File: src/rtl/sys_defs.sv
// Shared core definitions: datapath widths and the recovery sequencer state encoding.
// Exposed here so the debug tracer can decode RECOV_STATE without pulling in the controller.
`ifndef XLEN
`define XLEN 32
`endif
`ifndef ROB
`define ROB 5
`endif

package sys_defs;
   localparam int XLEN_W = `XLEN;
   localparam int ROB_W  = `ROB;

   typedef enum logic [2:0] {
      IDLE       = 3'd0,
      FLUSH      = 3'd1,
      DRAIN      = 3'd2,
      REDIRECT   = 3'd3,
      HALT_DRAIN = 3'd4,
      HALTED     = 3'd5
   } RECOV_STATE;
endpackage

File: src/rtl/recovery_ctrl_sat_counter.sv
// Saturating up-counter with synchronous clear; count is registered, one cycle from en.
// No handshake: holds at all-ones while en stays high.
module sat_counter #(
   parameter int W = 16
) (
   input  logic         clock,
   input  logic         reset,
   input  logic         clr,
   input  logic         en,
   output logic [W-1:0] cnt
);

   always_ff @(posedge clock or negedge reset) begin
      if (!reset) begin
         cnt <= '0;
      end else if (clr) begin
         cnt <= '0;
      end else if (en && (cnt != {W{1'b1}})) begin
         cnt <= cnt + W'(1);
      end
   end

endmodule

File: src/rtl/recovery_ctrl.sv
// Recovery/halt sequencer: squash at T+1, fetch redirect at T+2+D (D = drain cycles >= 1).
// Requests outside IDLE are stale and dropped; dispatch is stalled for the whole sequence.
`ifndef XLEN
`define XLEN 32
`endif
`ifndef ROB
`define ROB 5
`endif

module recovery_ctrl
   import sys_defs::*;
#(
   parameter int DRAIN_TIMEOUT = 256,
   parameter int CNT_W         = 16
) (
   input  logic              clock,
   input  logic              reset,
   input  logic              recover_req,
   input  logic [`XLEN-1:0]  recover_pc,
   input  logic [`ROB-1:0]   recover_fl_head,
   input  logic              halt_req,
   input  logic              sq_busy,
   input  logic              mem_pending,
   output logic              squash,
   output logic              maptable_restore,
   output logic              fl_restore,
   output logic [`ROB-1:0]   fl_head_out,
   output logic              fetch_redirect,
   output logic [`XLEN-1:0]  redirect_pc,
   output logic              dispatch_stall,
   output logic              halted,
   output logic              busy,
   output logic              drain_err,
   output logic [CNT_W-1:0]  recover_cnt
);

   localparam int TW = (DRAIN_TIMEOUT > 1) ? $clog2(DRAIN_TIMEOUT) : 1;
   localparam logic [TW-1:0] TLAST = TW'(DRAIN_TIMEOUT - 1);

   RECOV_STATE    state;
   logic [TW-1:0] drain_tmr;
   logic          accept;
   logic          drained;

   assign accept  = (state == IDLE) && !halt_req && recover_req;
   assign drained = !sq_busy && !mem_pending;

   sat_counter #(.W(CNT_W)) u_recover_cnt (
      .clock (clock),
      .reset (reset),
      .clr   (1'b0),
      .en    (accept),
      .cnt   (recover_cnt)
   );

   // Cleared while in FLUSH so the first DRAIN cycle sees zero.
   sat_counter #(.W(TW)) u_drain_tmr (
      .clock (clock),
      .reset (reset),
      .clr   (state == FLUSH),
      .en    (state == DRAIN),
      .cnt   (drain_tmr)
   );

   always_ff @(posedge clock or negedge reset) begin
      if (!reset) begin
         state            <= IDLE;
         squash           <= 1'b0;
         maptable_restore <= 1'b0;
         fl_restore       <= 1'b0;
         fl_head_out      <= '0;
         fetch_redirect   <= 1'b0;
         redirect_pc      <= '0;
         dispatch_stall   <= 1'b0;
         halted           <= 1'b0;
         busy             <= 1'b0;
         drain_err        <= 1'b0;
      end else begin
         squash           <= 1'b0;
         maptable_restore <= 1'b0;
         fl_restore       <= 1'b0;
         fetch_redirect   <= 1'b0;
         case (state)
            IDLE: begin
               if (halt_req) begin
                  state          <= HALT_DRAIN;
                  dispatch_stall <= 1'b1;
                  busy           <= 1'b1;
               end else if (recover_req) begin
                  state            <= FLUSH;
                  redirect_pc      <= recover_pc;
                  fl_head_out      <= recover_fl_head;
                  squash           <= 1'b1;
                  maptable_restore <= 1'b1;
                  fl_restore       <= 1'b1;
                  dispatch_stall   <= 1'b1;
                  busy             <= 1'b1;
               end
            end
            FLUSH: begin
               state <= DRAIN;
            end
            DRAIN: begin
               // A clean drain wins over the timeout on the final cycle.
               if (drained) begin
                  state          <= REDIRECT;
                  fetch_redirect <= 1'b1;
               end else if (drain_tmr == TLAST) begin
                  state          <= REDIRECT;
                  fetch_redirect <= 1'b1;
                  drain_err      <= 1'b1;
               end
            end
            REDIRECT: begin
               state          <= IDLE;
               dispatch_stall <= 1'b0;
               busy           <= 1'b0;
            end
            HALT_DRAIN: begin
               if (!sq_busy) begin
                  state  <= HALTED;
                  halted <= 1'b1;
               end
            end
            HALTED: begin
               state <= HALTED;
            end
            default: begin
               state <= IDLE;
            end
         endcase
      end
   end

endmodule
File: config.mk
export PLATFORM = sky130hd
export DESIGN_NAME = recovery_ctrl
export DESIGN_NICKNAME = d
export VERILOG_FILES = /design/src/rtl/sys_defs.sv /design/src/rtl/recovery_ctrl_sat_counter.sv /design/src/rtl/recovery_ctrl.sv
export SDC_FILE = /design/constraint.sdc
export NUM_CORES = 1
export LEC_CHECK = 0
export CAP_MARGIN = 20
export CORE_ASPECT_RATIO = 0.8
export CORE_MARGIN = 1
export CORE_UTILIZATION = 30
export DETAILED_ROUTE_END_ITERATION = 8
export GPL_ROUTABILITY_DRIVEN = 1
export GPL_TIMING_DRIVEN = 0
export PLACE_DENSITY = 0.69
export SLEW_MARGIN = 30
export SYNTH_ARGS = -nofsm -noshare
export SYNTH_HDL_FRONTEND = slang
export SYNTH_SLANG_ARGS = --single-unit
File: constraint.sdc
create_clock -name clock -period 2.6 [get_ports clock]
set_input_delay 0.52 -clock clock [delete_from_list [all_inputs] [get_ports clock]]
set_output_delay 0.52 -clock clock [all_outputs]
set_load 0.01 [all_outputs]
# Word level (Yosys, flattened, before mapping)
# Cells that the tools add are included.
[op_classes] addsub=2 n_eq_ne=11 muxes=17 bitwise=3 reduce_logical=16
[op_table] op="$add 16x1->16 const B" n=1
[op_table] op="$mux 8" n=2
[op_table] op="$ne 16x16->1 const B" n=1
[op_table] op="$mux 3" n=5
[op_table] op="$pmux 3 s5" n=1
[op_table] op="$reduce_and 3->1" n=3
[op_table] op="$add 8x1->8 const B" n=1
[op_table] op="$eq 8x8->1 const B" n=1
[op_table] op="$mux 1" n=8
[op_table] op="$ne 8x8->1 const B" n=1
[op_table] op="$eq 3x2->1 const B" n=2
[op_table] op="$eq 3x3->1 const B" n=2
[op_table] op="$ne 3x3->1 const B" n=2
[op_table] op="$logic_and 1x1->1" n=5
[op_table] op="$reduce_and 2->1" n=2
[op_table] op="$reduce_bool 2->1" n=2
[op_table] op="$eq 3x1->1 const B" n=1
[op_table] op="$logic_not 1->1" n=3
[op_table] op="$logic_not 3->1" n=1
[op_table] op="$not 1->1" n=3
[op_table] op="$ne 2x2->1 const B" n=1
[op_table] op="$pmux 1 s2" n=1
[word_totals] ff_bits=69 wordCells=59

# Depth between registers and ports, before layout
# Gate-level depths: netlist of the first run.
[depth] depth_word=4 mapped_depth=6 depth_no_buf=5

# Cells and area by module
# A second synthesis of the first run with hierarchy kept.
[hier_totals] hier_cells=272 area_unflattened_um2=3334.4
[by_module_without_submodules] mod="recovery_ctrl" n_inst=1 cells_each=125 area_each_um2=1928.1
[by_module_without_submodules] mod="sat_counter (u_recover_cnt)" n_inst=1 cells_each=98 area_each_um2=942.2
[by_module_without_submodules] mod="sat_counter (u_drain_tmr)" n_inst=1 cells_each=49 area_each_um2=464.2

# Worst setup path after synthesis of the first run
# Ideal clock, no wire load.
[synth_path] path_type="register to register" from="register state[2]" to="register fl_head_out[4]" setup_ps=125 arrival_time_ps=1802 required_time_ps=2475 path_slack_ps=673 stages_incl_launch_ff=7 path_buffers=3 cell_sequence="dfrtp_1 > buf_6 > or4b_4 > nor2_1 > buf_4 > buf_6 > mux2_2"
[synth_via] elab_chain_cells=2
[synth_rtl] element="start, declared" line="recovery_ctrl.sv:40" source="RECOV_STATE state;"
[synth_rtl] element="start signal, assigned" line="recovery_ctrl.sv:67" source="state <= IDLE;"
[synth_rtl] element="start signal, assigned" line="recovery_ctrl.sv:86" source="state <= HALT_DRAIN;"
[synth_rtl] element="start signal, assigned" line="recovery_ctrl.sv:90" source="state <= FLUSH;"
[synth_rtl] element="$logic_not 3->1" line="recovery_ctrl.sv:83" source="case (state)"
[synth_rtl] element="$reduce_and 3->1 (no source line)"
[synth_rtl] element="end signal, assigned" line="recovery_ctrl.sv:92" source="fl_head_out <= recover_fl_head;"
[synth_rtl] element="end, declared" line="recovery_ctrl.sv:27" source="output logic [`ROB-1:0] fl_head_out,"
# No other way between the ends.
# A chain may end at the register's enable or synchronous reset.

# Worst setup path after layout of the first run
[layout_path] from="input port halt_req" to="register redirect_pc[12]"
[layout_via] elab_chain_cells=2
[layout_rtl] element="start, declared" line="recovery_ctrl.sv:21" source="input logic halt_req,"
[layout_rtl] element="$not 1->1 (no source line)"
[layout_rtl] element="$reduce_and 3->1 (no source line)"
[layout_rtl] element="end signal, assigned" line="recovery_ctrl.sv:91" source="redirect_pc <= recover_pc;"
[layout_rtl] element="end, declared" line="recovery_ctrl.sv:29" source="output logic [`XLEN-1:0] redirect_pc,"
# No other way between the ends.

==> reports/qor.json, run 1 <==
{
  "run_status": "completed",
  "route.detailed.vias_per_inst": 4.63,
  "synth_compound_gate_area_share_pct": 6.38,
  "final_layout_size_suffix_gt1_share_pct": 19.0,
  "ys_types": 44,
  "ys_ff_latch": 69,
  "fin_crit_sh_pct": 88.6,
  "fp.dieArea_um2": 10400,
  "worst_path_dominant_cell_family": "buffers and inverters",
  "clk_latency_ns": 0.32,
  "worst_clock_skew_ns": 0.00568,
  "core_um2": 9690,
  "synthesis.nets": 282,
  "ff2ff_setup_slack_ns": 0.46,
  "hp-class": "primary input to async pin",
  "grt_setup_unrepaired": "false",
  "critical_path_required_ns": 2.81,
  "grt_antenna_before_repair": 0,
  "post_synth.cell_area_avg_um2": 12.7,
  "layoutNonFillerInstCount": 493,
  "grt_start_max_net_pins": 40,
  "cellLeakagePower_nw": 1.89,
  "finalInstanceArea_um2": 4510,
  "slew_headroom_pct": 52.1,
  "vias": 2281,
  "yosysWarnings": 0,
  "finalWorstPathRequiredPeriod_ns": 2.30,
  "postCtsSetupBuffers": 0,
  "row_count": 32,
  "grt_pass1_vias": 2182,
  "report.final.slew_viol_count": 0,
  "worst_hold_slack_ns": 0.170,
  "crit_path_arrival_time_ns": 2.51,
  "drv_cap": 0,
  "critPathMaxStageDelay_ns": 0.55,
  "max_freq_mhz": 434,
  "finalHoldViolations": 0,
  "cp_num_buf_inv": 3,
  "drt_first_iter_violations": 110,
  "syn2layout_area_growth_pct": 50.3,
  "floorplan.initialDensity_pct": 31.0,
  "dieWidth_um": 114,
  "drc": 0,
  "setup_viol_count_final": 0,
  "gp_congestion": 0.763,
  "setup.worst_path.start_class": "primary input",
  "critical_path_sink_type": "flop",
  "synthXorXnorAreaFrac_pct": 2.63,
  "antenna-diode-count": 0,
  "synthCells": 237,
  "drt_pass1_iterations": 4,
  "critical_path.cell_chain": "clkdlybuf4s50_1, or4b_4, nor2_1, buf_4, buf_6, mux2_2",
  "synth_flop_cell": "dfrtp_1",
  "clock_tree.htree_level_count": 3,
  "synth.yosys.seq_area_share_pct": 57.5,
  "critical-path-slowest-cell": "or4b_4",
  "syn_area_um2": 3000,
  "synth-edff-count": 0,
  "place_inst": 477,
  "fin_nets": 397,
  "tightestPinTransition_ns": 0.714,
  "dpl_cell_area_um2": 4220,
  "synth_simple_gate_area_share_pct": 13.2,
  "post-layout-total-power_mw": 4.46,
  "cts.sink_count": 69,
  "io_pins": 104,
  "clock_tree.buffer_depth": 2,
  "wl_per_cell_um": 13.7,
  "finalWirelength_um": 6760,
  "cts_tree": "built",
  "routed_antenna_nets": 0,
  "detailedPlacementHpwl_um": 4960,
  "grt_pass1_wl_um": 11000,
  "power_density_nw_per_um2": 988,
  "max-vdd-ir-drop_uv": 355,
  "worst-setup-path-type": "primary input to flop",
  "grt_use_total_pct": 13.8,
  "synth_top_family_by_area": "multiplexers",
  "post_synth_fa_ha_maj_area_fraction_pct": 0.833,
  "port_buffers": 103,
  "tritoncts.num_buffers": 9,
  "clkTransAtPathRegs_ns": 0.06,
  "fraction_of_synthesized_area_in_multiplexers_pct": 16.0,
  "clock-root-buffer": "clkbuf_16",
  "async_reset_ff_share_pct": 100,
  "critical_path_peak_fanout": 10,
  "die_h_um": 91.5,
  "globalRouteOverflowTotal": 0
}
[metrics by stage]
step           setup WS [ns]  TNS (ns)  util, %
2_1_floorplan          0.673         0        -
3_3_place_gp           -1.32    -91.87     43.4
3_5_place_dp          -0.101     -1.44     43.6
4_1_cts                0.229         0     46.5
5_1_grt                0.169         0     46.6
6_report               0.297         0     46.6
[Yosys cell counts (4+ instances only)]
cell type,count,area [um2]
inv_1,8,30.0
nand4_1,5,31.3
o21ai_0,6,30.0
nand2_1,10,37.5
dfrtp_1,69,1730
mux2_2,40,450
nor2_1,11,41.3
a21oi_1,8,40.0
nor4_1,5,31.3
nand3_1,6,30.0
xor2_1,7,61.3
buf_4,4,30.0
nor3_1,7,35.0
[repair_timing]
action	4_1_cts	5_1_grt
hold buffers	0	0
resized for setup	0	1
setup endpoints to repair	0	1
[placed cells by master (no fill, tap or decap), types with 4 or more instances in the layout]
master / n
a21oi_1: 8
buf_4: 5
clkbuf_1: 4
clkbuf_16: 9
clkdlybuf4s50_1: 102
dfrtp_1: 69
inv_1: 8
mux2_2: 40
nand2_1: 10
nand3_1: 6
nand4_1: 5
nor2_1: 11
nor3_1: 7
nor4_1: 5
o21ai_0: 6
xor2_1: 7
[area by class of cell]
class,count,area (um2)
fill,927,5180
sequential,69,1730
multi-input combinational,151,1180
timing repair buffer,104,1050
clock buffer,12,236
tap,136,170
buffer,9,72.6
clock inverter,4,48.8
inverter,8,30.0
[worst register-to-register path, cell delays in order (launching register included)]
cell and delay, ns:
dfrtp_1 0.37, buf_6 0.14, or4b_4 0.56, nor2_1 0.19
buf_4 0.24, buf_6 0.18, mux2_2 0.34
[where the power goes]
| part | internal, mW | leakage (nW) | total, mW | switching [mW] |
|---|---|---|---|---|
| Clock | 0.741 | 0.141 | 1.17 | 0.428 |
| Combinational | 1.01 | 0.890 | 1.62 | 0.611 |
| Sequential | 1.44 | 0.860 | 1.67 | 0.228 |
[final timing paths]
check / from / endpoint / cells past startpoint
max in group asynchronous: reset / u_recover_cnt.cnt[0] / 2
hold reg to reg: drain_err / drain_err / 1
setup reg to reg: state[2] / redirect_pc[12] / 6
hold / removal: reset / redirect_pc[26] / 1
min in group clock: drain_err / drain_err / 1
setup / recovery: halt_req / redirect_pc[12] / 6
[sequential cells by signal, indices dropped and copies added, names as in the netlist]
register           flops
u_drain_tmr.cnt        8
drain_err              1
u_recover_cnt.cnt     16
halted                 1
fl_restore             1
redirect_pc           32
fetch_redirect         1
busy                   1
fl_head_out            5
state                  3
[routing by layer]
| metal | wire (um) | up-vias | share of wire, % | GRT usage (%) |
|---|---|---|---|---|
| li1 | - | 1088 | - | - |
| met1 | 3210 | 1115 | 47 | 18.3 |
| met2 | 3050 | 73 | 45 | 20.6 |
| met3 | 421 | 5 | 6.2 | 4.81 |
| met4 | 80 | 0 | 1.2 | 5.09 |
| met5 | 0 | - | 0 | 0 |
[cell families (layout without fill, tap and decap cells)]
kind of cell | after synthesis | in the layout
buffers and inverters | 17 | 137
flip-flops | 69 | 69
XOR/XNOR | 9 | 9
multiplexers | 43 | 43
adder cells (fa/ha/maj) | 2 | 2
AO/OA/AOI/OAI | 30 | 30
AND/OR/NAND/NOR | 67 | 67
Note: power is estimated with default switching activity, not from simulation.
==> inputs of run 2 (changes only) <==
--- a/config.mk
+++ b/config.mk
@@ -9,6 +9,7 @@
 export CORE_ASPECT_RATIO = 0.8
 export CORE_MARGIN = 1
 export CORE_UTILIZATION = 30
+export CTS_CLUSTER_DIAMETER = 150
 export DETAILED_ROUTE_END_ITERATION = 8
 export GPL_ROUTABILITY_DRIVEN = 1
 export GPL_TIMING_DRIVEN = 0
==> results of run 2 <==
The final DEF is identical to that of run 1; final timing and power are the same.
